$ cat src/rtl/uart_tx_fifo.sv
// Buffered 8N1 UART transmitter: byte FIFO feeding a start/data/stop serialiser.
// Define UART_PARITY_EN to insert an even-parity bit before the stop bit (8E1).
module uart_tx_fifo #(
  parameter int CLK_FREQ   = 100000000,
  parameter int BAUD       = 9600,
  parameter int FIFO_DEPTH = 8
) (
  input  logic                        sys_clk,
  input  logic                        reset,
  input  logic [7:0]                  tx_data,
  input  logic                        tx_wr,
  output logic                        tx_full,
  output logic                        tx_empty,
  output logic [$clog2(FIFO_DEPTH):0] tx_count,
  output logic                        tx_busy,
  output logic                        tx_ovf,
  output logic                        UART_TX
);

  localparam int BAUD_DIV = CLK_FREQ / BAUD;
  localparam int AW       = $clog2(FIFO_DEPTH);
  localparam int CW       = (BAUD_DIV > 1) ? $clog2(BAUD_DIV) : 1;
  localparam logic [CW-1:0] BAUD_LAST = CW'(BAUD_DIV - 1);
  localparam logic [AW:0]   DEPTH_CNT = (AW+1)'(FIFO_DEPTH);

  typedef enum logic [2:0] {
    S_IDLE   = 3'd0,
    S_START  = 3'd1,
    S_DATA   = 3'd2,
`ifdef UART_PARITY_EN
    S_PARITY = 3'd3,
`endif
    S_STOP   = 3'd4
  } state_t;

  logic [7:0]    mem [FIFO_DEPTH];
  logic [AW-1:0] wr_ptr;
  logic [AW-1:0] rd_ptr;
  logic [AW:0]   count_nxt;
  logic          wr_en;
  logic          pop;

  state_t        state;
  state_t        state_nxt;
  logic [CW-1:0] baud_cnt;
  logic [2:0]    bit_idx;
  logic [7:0]    sh;
  logic          tx_nxt;
  logic          baud_end;

`ifdef UART_PARITY_EN
  logic par;

  function automatic logic even_par(input logic [7:0] d);
    return ^d;
  endfunction
`endif

  // A full FIFO rejects the write even when the FSM pops on the same edge.
  assign wr_en    = tx_wr && !tx_full;
  assign baud_end = (baud_cnt == BAUD_LAST);
  assign tx_busy  = (state != S_IDLE);

  always_comb begin
    count_nxt = tx_count;
    if (wr_en && !pop)
      count_nxt = tx_count + 1'b1;
    else if (!wr_en && pop)
      count_nxt = tx_count - 1'b1;
  end

  always_ff @(posedge sys_clk) begin
    if (reset) begin
      wr_ptr   <= '0;
      rd_ptr   <= '0;
      tx_count <= '0;
      tx_full  <= 1'b0;
      tx_empty <= 1'b1;
      tx_ovf   <= 1'b0;
    end else begin
      if (wr_en)
        wr_ptr <= wr_ptr + 1'b1;
      if (pop)
        rd_ptr <= rd_ptr + 1'b1;
      tx_count <= count_nxt;
      tx_full  <= (count_nxt == DEPTH_CNT);
      tx_empty <= (count_nxt == '0);
      if (tx_wr && tx_full)
        tx_ovf <= 1'b1;
    end
  end

  always_ff @(posedge sys_clk) begin
    if (wr_en)
      mem[wr_ptr] <= tx_data;
  end

  always_ff @(posedge sys_clk) begin
    if (reset)
      state <= S_IDLE;
    else
      state <= state_nxt;
  end

  always_comb begin
    state_nxt = state;
    pop       = 1'b0;
    case (state)
      S_IDLE: begin
        if (!tx_empty) begin
          pop       = 1'b1;
          state_nxt = S_START;
        end
      end
      S_START: begin
        if (baud_end)
          state_nxt = S_DATA;
      end
      S_DATA: begin
        if (baud_end && bit_idx == 3'd7)
`ifdef UART_PARITY_EN
          state_nxt = S_PARITY;
`else
          state_nxt = S_STOP;
`endif
      end
`ifdef UART_PARITY_EN
      S_PARITY: begin
        if (baud_end)
          state_nxt = S_STOP;
      end
`endif
      S_STOP: begin
        // Back-to-back frames: the next start bit follows the stop bit directly.
        if (baud_end) begin
          if (!tx_empty) begin
            pop       = 1'b1;
            state_nxt = S_START;
          end else begin
            state_nxt = S_IDLE;
          end
        end
      end
      default: state_nxt = S_IDLE;
    endcase
  end

  always_comb begin
    tx_nxt = UART_TX;
    case (state)
      S_IDLE:  tx_nxt = !pop;
      S_START: if (baud_end) tx_nxt = sh[0];
      S_DATA: begin
        if (baud_end) begin
          if (bit_idx == 3'd7)
`ifdef UART_PARITY_EN
            tx_nxt = par;
`else
            tx_nxt = 1'b1;
`endif
          else
            tx_nxt = sh[bit_idx + 3'd1];
        end
      end
`ifdef UART_PARITY_EN
      S_PARITY: if (baud_end) tx_nxt = 1'b1;
`endif
      S_STOP:  if (baud_end) tx_nxt = !pop;
      default: tx_nxt = 1'b1;
    endcase
  end

  always_ff @(posedge sys_clk) begin
    if (reset) begin
      UART_TX  <= 1'b1;
      baud_cnt <= '0;
      bit_idx  <= 3'd0;
    end else begin
      UART_TX <= tx_nxt;
      if (state == S_IDLE || baud_end)
        baud_cnt <= '0;
      else
        baud_cnt <= baud_cnt + 1'b1;
      if (state == S_START && baud_end)
        bit_idx <= 3'd0;
      else if (state == S_DATA && baud_end)
        bit_idx <= bit_idx + 3'd1;
    end
  end

  always_ff @(posedge sys_clk) begin
    if (pop) begin
      sh <= mem[rd_ptr];
`ifdef UART_PARITY_EN
      par <= even_par(mem[rd_ptr]);
`endif
    end
  end

endmodule

$ cat config.mk
export PLATFORM = sky130hd
export DESIGN_NAME = uart_tx_fifo
export DESIGN_NICKNAME = d
export VERILOG_FILES = /design/src/rtl/uart_tx_fifo.sv
export SDC_FILE = /design/constraint.sdc
export NUM_CORES = 1
export LEC_CHECK = 0
export CAP_MARGIN = 20
export CORE_ASPECT_RATIO = 0.5
export CORE_MARGIN = 2
export CORE_UTILIZATION = 35
export CTS_BUF_LIST = sky130_fd_sc_hd__clkbuf_8
export DETAILED_ROUTE_END_ITERATION = 10
export PLACE_DENSITY = 0.59
export SYNTH_ARGS = -nofsm -noshare
export SYNTH_HDL_FRONTEND = slang
export SYNTH_SLANG_ARGS = --single-unit
export TNS_END_PERCENT = 30
$ cat constraint.sdc
create_clock -name sys_clk -period 2.2 [get_ports sys_clk]
set_input_delay 0.44 -clock sys_clk [delete_from_list [all_inputs] [get_ports sys_clk]]
set_output_delay 0.44 -clock sys_clk [all_outputs]
set_load 0.05 [all_outputs]
==> impl_metrics.ini <==
[detailed_routing]
ant_nets = 0
wl_met1_um = 3860
num_vias = 2688
drt-wirelength-per-cell_um = 15.6
vias_per_cell = 4.96
firstDrtPassIters = 4
met2_wirelength_um = 4160
drtIter0Drc = 115
drc = 0
top_layer = met4
wirelength_um = 8440
routed-wl-met3_um = 319

[place]
placed_area_um2 = 5100
io_buffer_count = 19
placed_cells = 526
place_hpwl_um = 5650
dp_slack_ns = -0.0943
gp_congestion = 0.819

[sta]
fmax_mhz = 454
skew_ns = 0.00658
post-route-min-period_ns = 2.20
slew_headroom = 0.645
setup_viol = 1
hold_viol = 0
worstMarginPinSlew_ns = 0.531
setup_slack_ns = -0.00382
min_period_over_period = 1.00
final_max_slew_viol_count = 0
rsz0062_at_grt = true

[logic_synthesis]
syn_inst = 321
avgSynthCellArea_um2 = 14.1
seq_area_frac_synth = 0.627
ys_warn_count = 0
synth-seq-cells = 106
synthFlopType = edfxtp_1
synth_nets = 339
synth_top_area_cell = edfxtp_1
synth_area_leaders = edfxtp_1 48%, dfxtp_1 15%, mux4_2 8.9%
synth-edff-count = 72
yosysMostFrequentCell = edfxtp_1
synth_cell_types = 55
async_reset_ff_frac = 0
synthTopCellsByCount = 72 x edfxtp_1, 34 x dfxtp_1, 32 x nor2_1, 18 x mux4_2, 18 x nand2_1
synthesis.area_um2 = 4530
synth_top_area_share = 0.477

[worst_hold_path]
min_path_cells = 1
hold_class = reg2reg
holdPathEnd = baud_cnt[0]
min_from = baud_cnt[0]

[floorplan]
row_count = 29
core_um2 = 12700
die-area_um2 = 13900
fp.dieH_um = 84.5
pin_count = 20
die_width_um = 165
start_util = 0.358

[status]
status = finished, violations left
failed_checks = negative setup slack

[global_route]
grt_pass1_wl_um = 13900
grt_max_degree = 18
grt-ovfl-total = 0
grt_pass1_vias = 2795
track_usage = 0.131
antenna_found_initial = 0

[worst_setup_path]
rr_startpoint = baud_cnt[6]
worst-r2r-setup-slack_ns = -0.004
r2r_cells = 6
arrival_ns = 2.43
cp-start-kind = flop
required_ns = 2.43
worstSetupEndpointType = flop
r2r_end = UART_TX
critPathKind = reg2reg
crit_fanout = 2

[finish]
area_delta_synth_final_pct = 18.7
drive_above_1_share = 0.258
final_core_util = 0.425
final_cell_area_um2 = 5380
fin_cells = 542
antenna_cells = 0
final_nets = 385

[clock_network]
htree_levels = 3
cts_max_path_buffers = 2
clk_latency_ns = 0.35
cts_made_buffers = 9
clock-root-buffer = clkbuf_8
cts_tree = done
clk_pin_slew_ns = 0.09
cts_sinks = 106

[job]
max-cap-violations = 0

[power]
power_mw = 5.28
leakage_nw = 1.82
ir_drop_mv = 0.374
power_density_nw_per_um2 = 982
## sequential cells by signal, indices dropped and copies added (netlist names), 3 cells and up
name and cells:
bit_idx 3, tx_count 4, wr_ptr 3, sh 8
baud_cnt 14, rd_ptr 3, mem 64, state 3
## cell families after synthesis
group	after synthesis	share of synthesized area
xor gates and xnor gates	18	0.0348
DFF	106	0.627
and+or+nand+nor	103	0.119
AOI/OAI and AO/OA	36	0.0580
muxes	27	0.112
adders and majority gates	8	0.0215
buffers and inverters	23	0.0279
## layout by cell type (no fill, tap or decap), types with 7 or more instances in the layout
cell / synthesis / routed
edfxtp_1: 72 / 72
nor2_1: 32 / 31
dfxtp_1: 34 / 30
buf_4: 1 / 30
mux4_2: 18 / 18
clkdlybuf4s50_1: 0 / 18
nand2_1: 18 / 17
xor2_1: 12 / 12
nor3_1: 11 / 11
inv_1: 7 / 10
a21oi_1: 10 / 9
nand3_1: 9 / 9
clkbuf_8: 1 / 9
mux2_2: 8 / 8
ha_1: 7 / 7
## routing by layer
metal / track usage / vias to the layer above
met5: 0 / -
met4: 0.0411 / 0
met3: 0.0375 / 10
met2: 0.225 / 45
met1: 0.162 / 1331
li1: - / 1302
## worst max-delay path: stages, from the launching register on
cell and delay (ns):
dfxtp_2 0.33, or3b_4 0.41, or4_4 0.45, o21ai_4 0.15, mux2i_1 0.19, nor3_1 0.06
or4_1 0.49
## layout make-up
type,count,area [µm²]
inverters,8,31.3
fillers,1110,7290
multi-input cells,192,1630
flip-flops and latches,106,2850
repair buffers,50,445
clock inverters,7,88.8
clock buffers,9,124
well taps,170,213
## per-stage QoR
| stage | setup TNS, ns | hold slack (ns) |
|---|---|---|
| floorplan | -0.236 | 0.426 |
| global placement | -0.0492 | 0.441 |
| detailed placement | -0.157 | 0.469 |
| CTS | -0.00505 | 0.490 |
| global route | -0.200 | 0.518 |
| finish | -0.00382 | 0.481 |
## power breakdown
part	switching, mW	leakage [nW]	total [mW]	internal [mW]
Clock	0.612	0.118	1.25	0.636
Sequential	0.118	0.934	2.47	2.35
Combinational	0.828	0.770	1.57	0.740
Total	1.56	1.82	5.28	3.72
## what timing repair did
item	CTS	global route
setup endpoints to repair	5	6
resized for setup	4	12
pin swaps	1	1
setup buffers	0	0
hold buffers	0	0
## worst max-delay path by stage
stage | cells after the start | start | end
2_1_floorplan | 7 | baud_cnt[7] | UART_TX
3_3_place_gp | 7 | tx_wr | tx_empty
3_5_place_dp | 7 | tx_wr | tx_empty
4_1_cts | 6 | baud_cnt[6] | UART_TX
5_1_grt | 6 | baud_cnt[6] | UART_TX
6_report | 6 | baud_cnt[6] | UART_TX
(Power assumes the default switching activity.)
